--- config.mk ---
export PLATFORM = sky130hd
export DESIGN_NAME = ft_cmd_regfile
export DESIGN_NICKNAME = d
export VERILOG_FILES = /design/src/rtl/ft_cmd_regfile.sv
export SDC_FILE = /design/constraint.sdc
export NUM_CORES = 1
export LEC_CHECK = 0
export BUFFER_PORTS_ARGS = -buffer_cell sky130_fd_sc_hd__buf_2
export CORE_MARGIN = 4
export CORE_UTILIZATION = 47
export CTS_BUF_LIST = sky130_fd_sc_hd__clkbuf_4
export DETAILED_ROUTE_END_ITERATION = 10
export PLACE_DENSITY = 0.67
export SLEW_MARGIN = 20
export SYNTH_ARGS = -nofsm -noshare
export SYNTH_HDL_FRONTEND = slang
export SYNTH_SLANG_ARGS = --single-unit
--- constraint.sdc ---
create_clock -name clk -period 5.09 [get_ports clk]
set_clock_uncertainty 0.15 [all_clocks]
set_input_delay 1.018 -clock clk [delete_from_list [all_inputs] [get_ports clk]]
set_output_delay 1.018 -clock clk [all_outputs]
set_load 0.005 [all_outputs]
--- src/rtl/ft_cmd_regfile.sv ---
// rtl/ft_cmd_regfile.sv - host command decoder driving a register file with acks/read-back into cpucmd_fifo
// Optional build macro CMD_TIMEOUT_EN adds an idle timeout inside WRITE payloads.
module ft_cmd_regfile #(
    parameter int FT_DATA_WIDTH  = 32,
    parameter int NUM_REGS       = 16,
    parameter int TIMEOUT_CYCLES = 1024
) (
    input  logic                         clk,
    input  logic                         reset_n,
    input  logic [FT_DATA_WIDTH-1:0]     cmd_data_i,
    input  logic                         cmd_we_i,
    output logic                         busy_o,
    output logic [FT_DATA_WIDTH-1:0]     fifo_data_o,
    output logic                         fifo_we_o,
    input  logic                         fifo_full_i,
    output logic [NUM_REGS*32-1:0]       regs_o,
    output logic [7:0]                   drop_cnt_o
);
    localparam int AW = (NUM_REGS > 1) ? $clog2(NUM_REGS) : 1;

    typedef enum logic [2:0] {IDLE, WR_DATA, WR_ACK, RD_HDR, RD_DATA, ERR} state_t;

    state_t                 state, state_nx;
    logic [31:0]            regs [NUM_REGS];
    logic [7:0]             hdr_addr;
    logic [15:0]            hdr_cnt;
    logic [AW-1:0]          ptr;
    logic [15:0]            rem;
    logic [31:0]            err_word;
    logic [31:0]            emit_word;
    logic                   fire;
    logic                   hdr_bad;
    logic                   timeout_hit;

    assign hdr_bad = !(cmd_data_i[31:24] == 8'hA1 || cmd_data_i[31:24] == 8'hA2)
                   || ({1'b0, cmd_data_i[23:16]} >= 9'(NUM_REGS));

    assign busy_o = (state == WR_ACK) || (state == RD_HDR) || (state == RD_DATA) || (state == ERR);
    assign fire   = busy_o && !fifo_full_i;

`ifdef CMD_TIMEOUT_EN
    localparam int TW = $clog2(TIMEOUT_CYCLES + 1);
    logic [TW-1:0] idle_cnt;
    assign timeout_hit = !cmd_we_i && (idle_cnt == TW'(TIMEOUT_CYCLES - 1));
`else
    assign timeout_hit = 1'b0;
`endif

    always_comb begin
        emit_word = err_word;
        case (state)
            WR_ACK:  emit_word = {8'hA1, hdr_addr, hdr_cnt};
            RD_HDR:  emit_word = {8'hA2, hdr_addr, hdr_cnt};
            RD_DATA: emit_word = regs[ptr];
            default: emit_word = err_word;
        endcase
    end

    always_comb begin
        state_nx = state;
        case (state)
            IDLE: if (cmd_we_i) begin
                if (hdr_bad)                        state_nx = ERR;
                else if (cmd_data_i[31:24] == 8'hA2) state_nx = RD_HDR;
                else if (cmd_data_i[15:0] != 16'd0) state_nx = WR_DATA;
                else                                state_nx = WR_ACK;
            end
            WR_DATA: begin
                if (cmd_we_i && rem == 16'd1) state_nx = WR_ACK;
                else if (timeout_hit)         state_nx = ERR;
            end
            WR_ACK:  if (fire) state_nx = IDLE;
            RD_HDR:  if (fire) state_nx = (hdr_cnt == 16'd0) ? IDLE : RD_DATA;
            RD_DATA: if (fire && rem == 16'd1) state_nx = IDLE;
            ERR:     if (fire) state_nx = IDLE;
            default: state_nx = IDLE;
        endcase
    end

    always_ff @(posedge clk or negedge reset_n) begin
        if (!reset_n) state <= IDLE;
        else          state <= state_nx;
    end

    always_ff @(posedge clk or negedge reset_n) begin
        if (!reset_n) begin
            for (int k = 0; k < NUM_REGS; k++) regs[k] <= 32'd0;
            hdr_addr    <= 8'd0;
            hdr_cnt     <= 16'd0;
            ptr         <= '0;
            rem         <= 16'd0;
            err_word    <= 32'd0;
            fifo_we_o   <= 1'b0;
            fifo_data_o <= '0;
            drop_cnt_o  <= 8'd0;
`ifdef CMD_TIMEOUT_EN
            idle_cnt    <= '0;
`endif
        end else begin
            fifo_we_o <= fire;
            if (fire) fifo_data_o <= emit_word;
            if (busy_o && cmd_we_i && drop_cnt_o != 8'hFF) drop_cnt_o <= drop_cnt_o + 8'd1;

            case (state)
                IDLE: if (cmd_we_i) begin
                    hdr_addr <= cmd_data_i[23:16];
                    hdr_cnt  <= cmd_data_i[15:0];
                    ptr      <= cmd_data_i[16 +: AW];
                    rem      <= cmd_data_i[15:0];
                    err_word <= {8'hEE, cmd_data_i[31:24], cmd_data_i[23:16], 8'h00};
`ifdef CMD_TIMEOUT_EN
                    idle_cnt <= '0;
`endif
                end
                WR_DATA: begin
                    if (cmd_we_i) begin
                        regs[ptr] <= cmd_data_i;
                        ptr       <= ptr + 1'b1;
                        rem       <= rem - 16'd1;
                    end
`ifdef CMD_TIMEOUT_EN
                    if (cmd_we_i) idle_cnt <= '0;
                    else          idle_cnt <= idle_cnt + 1'b1;
`endif
                    // Timeout reports the words still outstanding
                    if (timeout_hit) err_word <= {8'hEF, hdr_addr, rem};
                end
                RD_DATA: if (fire) begin
                    ptr <= ptr + 1'b1;
                    rem <= rem - 16'd1;
                end
                default: ;
            endcase
        end
    end

    for (genvar k = 0; k < NUM_REGS; k++) begin : g_flat
        assign regs_o[32*k +: 32] = regs[k];
    end
endmodule

== Word-level counts from Yosys, hierarchy flattened ==
Cells that the tools add are included.
Storage, ports and cells
  register bits: 617
  bits of input ports: 36
  logic and storage cells: 95
Operators by class
  add/sub/neg operators: 3
  magnitude comparators: 3
  equal/unequal tests: 16
  multiplexer cells: 25
  bitwise operators: 1
  reductions and logical operators: 22
Operator list (count)
  bitwise mux 512 bit: 1
  binary-select mux 32 bit (select 4 bit): 1
  demux 32 bit (select 4 bit): 1
  2-to-1 mux 32 bit: 3
  case mux 32 bit (3 select lines): 1
  2-to-1 mux 16 bit: 3
  case mux 16 bit (3 select lines): 1
  2-to-1 mux 3 bit: 7
  == test 16 x 1 -> 1 bit, second input constant: 1
  == test 8 bit, second input constant: 2
  logical NOT 16 bit: 1
  nonzero test 16 bit: 1
  subtractor 16 x 1 -> 16 bit, second input constant: 1
  case mux 3 bit (5 select lines): 1
  2-to-1 mux 4 bit: 3
  case mux 4 bit (3 select lines): 1
  != test 2 bit, second input constant: 5
  adder 8 x 1 -> 8 bit, second input constant: 1
  greater-or-equal comparator 8 x 5 -> 1 bit, second input constant: 1
  != test 8 bit, second input constant: 1
  == test 3 x 2 -> 1 bit, second input constant: 2
  == test 3 bit, second input constant: 2
  logical AND 1 bit: 6
  greater-or-equal comparator 5 bit, second input constant: 1
  other kinds (14): 22

== Depth between registers and ports, before layout ==
  depth after elaboration: 8
  depth in mapped cells: 9

== Worst setup path before layout ==
OpenSTA, ideal clock, no wires.
  path kind: reg-to-reg
  from: register ptr[1]
  to: register regs (netlist bit regs_o[10])
  setup time: 125 ps
  arrival time: 2182 ps
  required time: 4815 ps
  path slack: 2633 ps
  stages on the path, launching flop included: 10
  period minus slack after synthesis: 2457 ps
  cells stage by stage: dfrtp_1 clkbuf_1 buf_1 buf_2 inv_1 ha_1 and2_1 nand2_1 buf_2 mux2_2
On the way
  cells in the longest elaborated chain, start to end: 6
Ends and longest elaborated chain
  start: declaration: RTL line 27  | logic [AW-1:0] ptr;
  start signal: assignment: RTL line 108  | ptr <= cmd_data_i[16 +: AW];
  start signal: assignment: RTL line 118  | ptr <= ptr + 1'b1;
  start signal: assignment: RTL line 129  | ptr <= ptr + 1'b1;
  NOT 4 -> 5 bit (not written as such) *: RTL line 117  | regs[ptr] <= cmd_data_i;
  greater-or-equal comparator 5 bit (not written as such) or < comparator 5 x 1 -> 1 bit (tied branches): RTL line 117
  logical AND 1 bit (not written as such): RTL line 117
  2-to-1 mux 32 bit (not written as such): RTL line 117
  demux 32 bit (select 4 bit) *: RTL line 117
  bitwise mux 512 bit *: RTL line 117
  end signal: indexed assignment: RTL line 117
  end: declaration: RTL line 24  | logic [31:0] regs [NUM_REGS];
Mark *: on every way between the ends. The rest lies on a longest branch, timed or not.
A chain may end at the register's enable or synchronous reset.

== Worst setup path in the final report ==
  from: register state[2]
  to: output port busy_o
On the way
  cells in the longest elaborated chain, start to end: 4
Ends and longest elaborated chain
  start: declaration: RTL line 23  | state_t state, state_nx;
  start signal: assignment: RTL line 82  | else state <= state_nx;
  == test 3 x 2 -> 1 bit: RTL line 38  | assign busy_o = (state == WR_ACK) || (state == RD_HDR) || (state == RD_DATA) || (state == ERR);
  logical OR 1 bit (2 in a row): RTL line 38
  logical OR 1 bit *: RTL line 38
  end: declaration: RTL line 12  | output logic busy_o,
Marks and branches as above.

==> out/metrics.yaml <==
ys_seq_area_frac: 0.547
die_y_um: 251
startpoint: "state[2]"
maxCapViolations: 0
grt_util_all_layers: 0.309
status: "finished, final reports clean"
cts.sinks: 609
synth_nets: 1932
ys_ff_latch: 609
fin_util: 0.575
synthSimpleGateAreaFrac: 0.0312
die_w_um: 251
crit_fanout: 33
fin_nets: 2549
coreArea_um2: 58100
fmax_mhz: 271
finalInstanceArea_um2: 33500
synth_edf_count: 0
wl_per_cell_um: 29.2
power.density_nw_per_um2: 595
yosysUniqueCellTypes: 59
power_leakage_nw: 17.7
cts_htree_levels: 4
cp.required_ns: 3.92
avgSynthCellArea_um2: 14.7
drive_gt1_frac: 0.605
min_period_ns: 3.69
drt_wl_total_um: 98800
dr_total_vias: 20100
die_area_um2: 63200
start_util: 0.479
syn_inst: 1889
critPathArrivalTime_ns: 2.52
synth-xor-area-share: 0.00314
critPathKind: "register to output port"
grt_start_max_net_pins: 99
r2r-start: "state[2]"
drv_slew: 0
grt_util_met1: 0.392
fp-row-count: 88
cts_tree: "done"
ant_nets: 0
slew_headroom: 0.228
grt_pass1_wl_um: 144000
fin_crit_sh: 0.725
ys_warn_count: 0
hold_viol: 0
firstDrtPassIters: 5
grt_use_met3: 0.114
hp-start: "fifo_data_o[28]"
drt_iter0_drc: 1548
fin_setup_tns_ns: 0
synthFlopType: "dfrtp_1"
placed_cell_area_um2: 31400
synth_top_family_by_area: "multiplexers"
io_pins: 590
tightest_slew_ns: 1.16
cts_resized: 0
grt_pass1_vias: 21100
setup-violations-final: 0
path_clk_slew_ns: 0.06
clockBufferDepth: 3
clk_latency_ns: 1.01
start_kind: "register"
synth-async-reset-ratio: 1.00
hold_class: "register to register"
drc_errors: 0
synth_fa_ha_area_frac: 0.00314
synth_area_um2: 27900
clock-root-buffer: "clkbuf_4"
rsz0062_at_grt: "false"
synthToLayoutAreaGrowth_pct: 20.1
hpwl_um: 67500
grt-ovfl-total: 0
gp_congestion: 0.866
antenna_found_initial: 2
setup_ws_ns: 1.40
synth.area.mux_share: 0.345
end_kind: "output port"
gr-max-usage-layer: "met2"
numCtsBuffers: 166
io_buffer_count: 589
viasPerCell: 5.96
ir_drop_mv: 0.360
grt_util_met2: 0.491
synth-compound-area-share: 0.0410
pre_cts_ws_ns: 1.59
[critical path: stages (launching register included)]
cell	delay, ns
dfrtp_1	0.94
xor2_1	0.37
buf_2	0.25
[report_power, final]
part | total [mW] | internal, mW | switching [mW]
sequential | 8.28 | 6.55 | 1.73
clock | 4.39 | 2.33 | 2.06
combinational | 7.22 | 3.71 | 3.51
[state kept, by name, summed over array words and instances, names as in the netlist, 3 cells and up]
name	flops
rem	16
drop_cnt_o	8
hdr_cnt	16
regs_o	512
fifo_data_o	32
err_word	10
ptr	4
hdr_addr	7
state	3
[kinds of logic after synthesis]
family / after synthesis
muxes: 730
DFF: 609
buffers and inverters: 187
and+or+nand+nor: 180
AOI/OAI and AO/OA: 166
xor gates and xnor gates: 10
adders and majority gates: 7
[routing by layer]
metal | up-vias | share of wire
li1 | 8357 | -
met2 | 926 | 0.48
met3 | 184 | 0.090
met1 | 10700 | 0.39
met5 | - | 0
met4 | 0 | 0.036
[Yosys cell counts (all sizes together) (3+ instances only)]
cell type,count,share of area
nor2,49,0.0066
and2,7,0.0016
mux2i,52,0.019
xnor2,5,0.0016
a222oi,6,0.0022
buf,99,0.018
nor3,9,0.0018
a221oi,18,0.0057
nor3b,3,0.00081
o22ai,8,0.0018
a22o,4,0.0013
a21oi,19,0.0034
nor4,10,0.0022
nand2,54,0.0073
o22a,19,0.0060
a22oi,7,0.0019
nor4b,3,0.00094
nand3,11,0.0020
clkbuf,79,0.011
dfrtp,609,0.55
mux4,128,0.10
mux2,550,0.22
ha,7,0.0031
or2,3,0.00067
o21a,5,0.0013
nor2b,7,0.0016
o211ai,3,0.00081
nand2b,9,0.0020
o211a,4,0.0014
nand4,8,0.0018
o21ai,55,0.0099
xor2,5,0.0016
inv,9,0.0012
[layout by cell type, fill, tap and decap left out, drive strengths merged, types with 4 or more instances in the layout]
master  instances
a21oi          19
a221oi         18
a222oi          6
a22o            4
a22oi           7
and2            7
buf           626
bufinv          5
clkbuf        232
clkinv         30
dfrtp         609
ha              7
inv            13
mux2          550
mux2i          52
mux4          128
nand2          54
nand2b          9
nand3          11
nand4           8
nor2           49
nor2b           7
nor3            9
nor4           10
o211a           4
o21a            5
o21ai          55
o22a           19
o22ai           8
xnor2           5
xor2            5
[cell type report]
| cell class | instances | area (um^2) |
|---|---|---|
| Fill cell | 4814 | 24700 |
| Sequential cell | 609 | 15200 |
| Multi-Input combinational cell | 1093 | 11800 |
| Timing Repair Buffer | 627 | 3320 |
| Clock buffer | 232 | 1740 |
| Tap cell | 765 | 957 |
| Clock inverter | 41 | 307 |
| Inverter | 9 | 36.3 |
| Antenna cell | 1 | 2.50 |
[through the flow]
stage	std cells	total power, mW	hold WS, ns
3_5_place_dp	3102	15.5	0.334
5_1_grt	3377	21.0	0.318
6_report	3377	19.9	0.354
2_1_floorplan	1889	12.0	0.300
4_1_cts	3376	20.0	0.239
3_3_place_gp	3102	15.3	0.322
[repair_timing]
item / 4_1_cts / 5_1_grt
hold buffers: 1 / 0
hold endpoints to repair: 91 / 0
setup buffers: 0 / 0
[worst paths after layout]
path | slack, ns | cells after the start | to
setup / recovery | 1.40 | 2 | busy_o
hold / removal | 0.35 | 2 | fifo_data_o[28]
setup reg to reg | 1.71 | 6 | regs_o[212]
hold reg to reg | 0.35 | 2 | fifo_data_o[28]
max in group asynchronous | 3.08 | 3 | regs_o[505]
min in group asynchronous | 0.55 | 2 | regs_o[168]
Note: power is estimated with default switching activity, not from simulation.
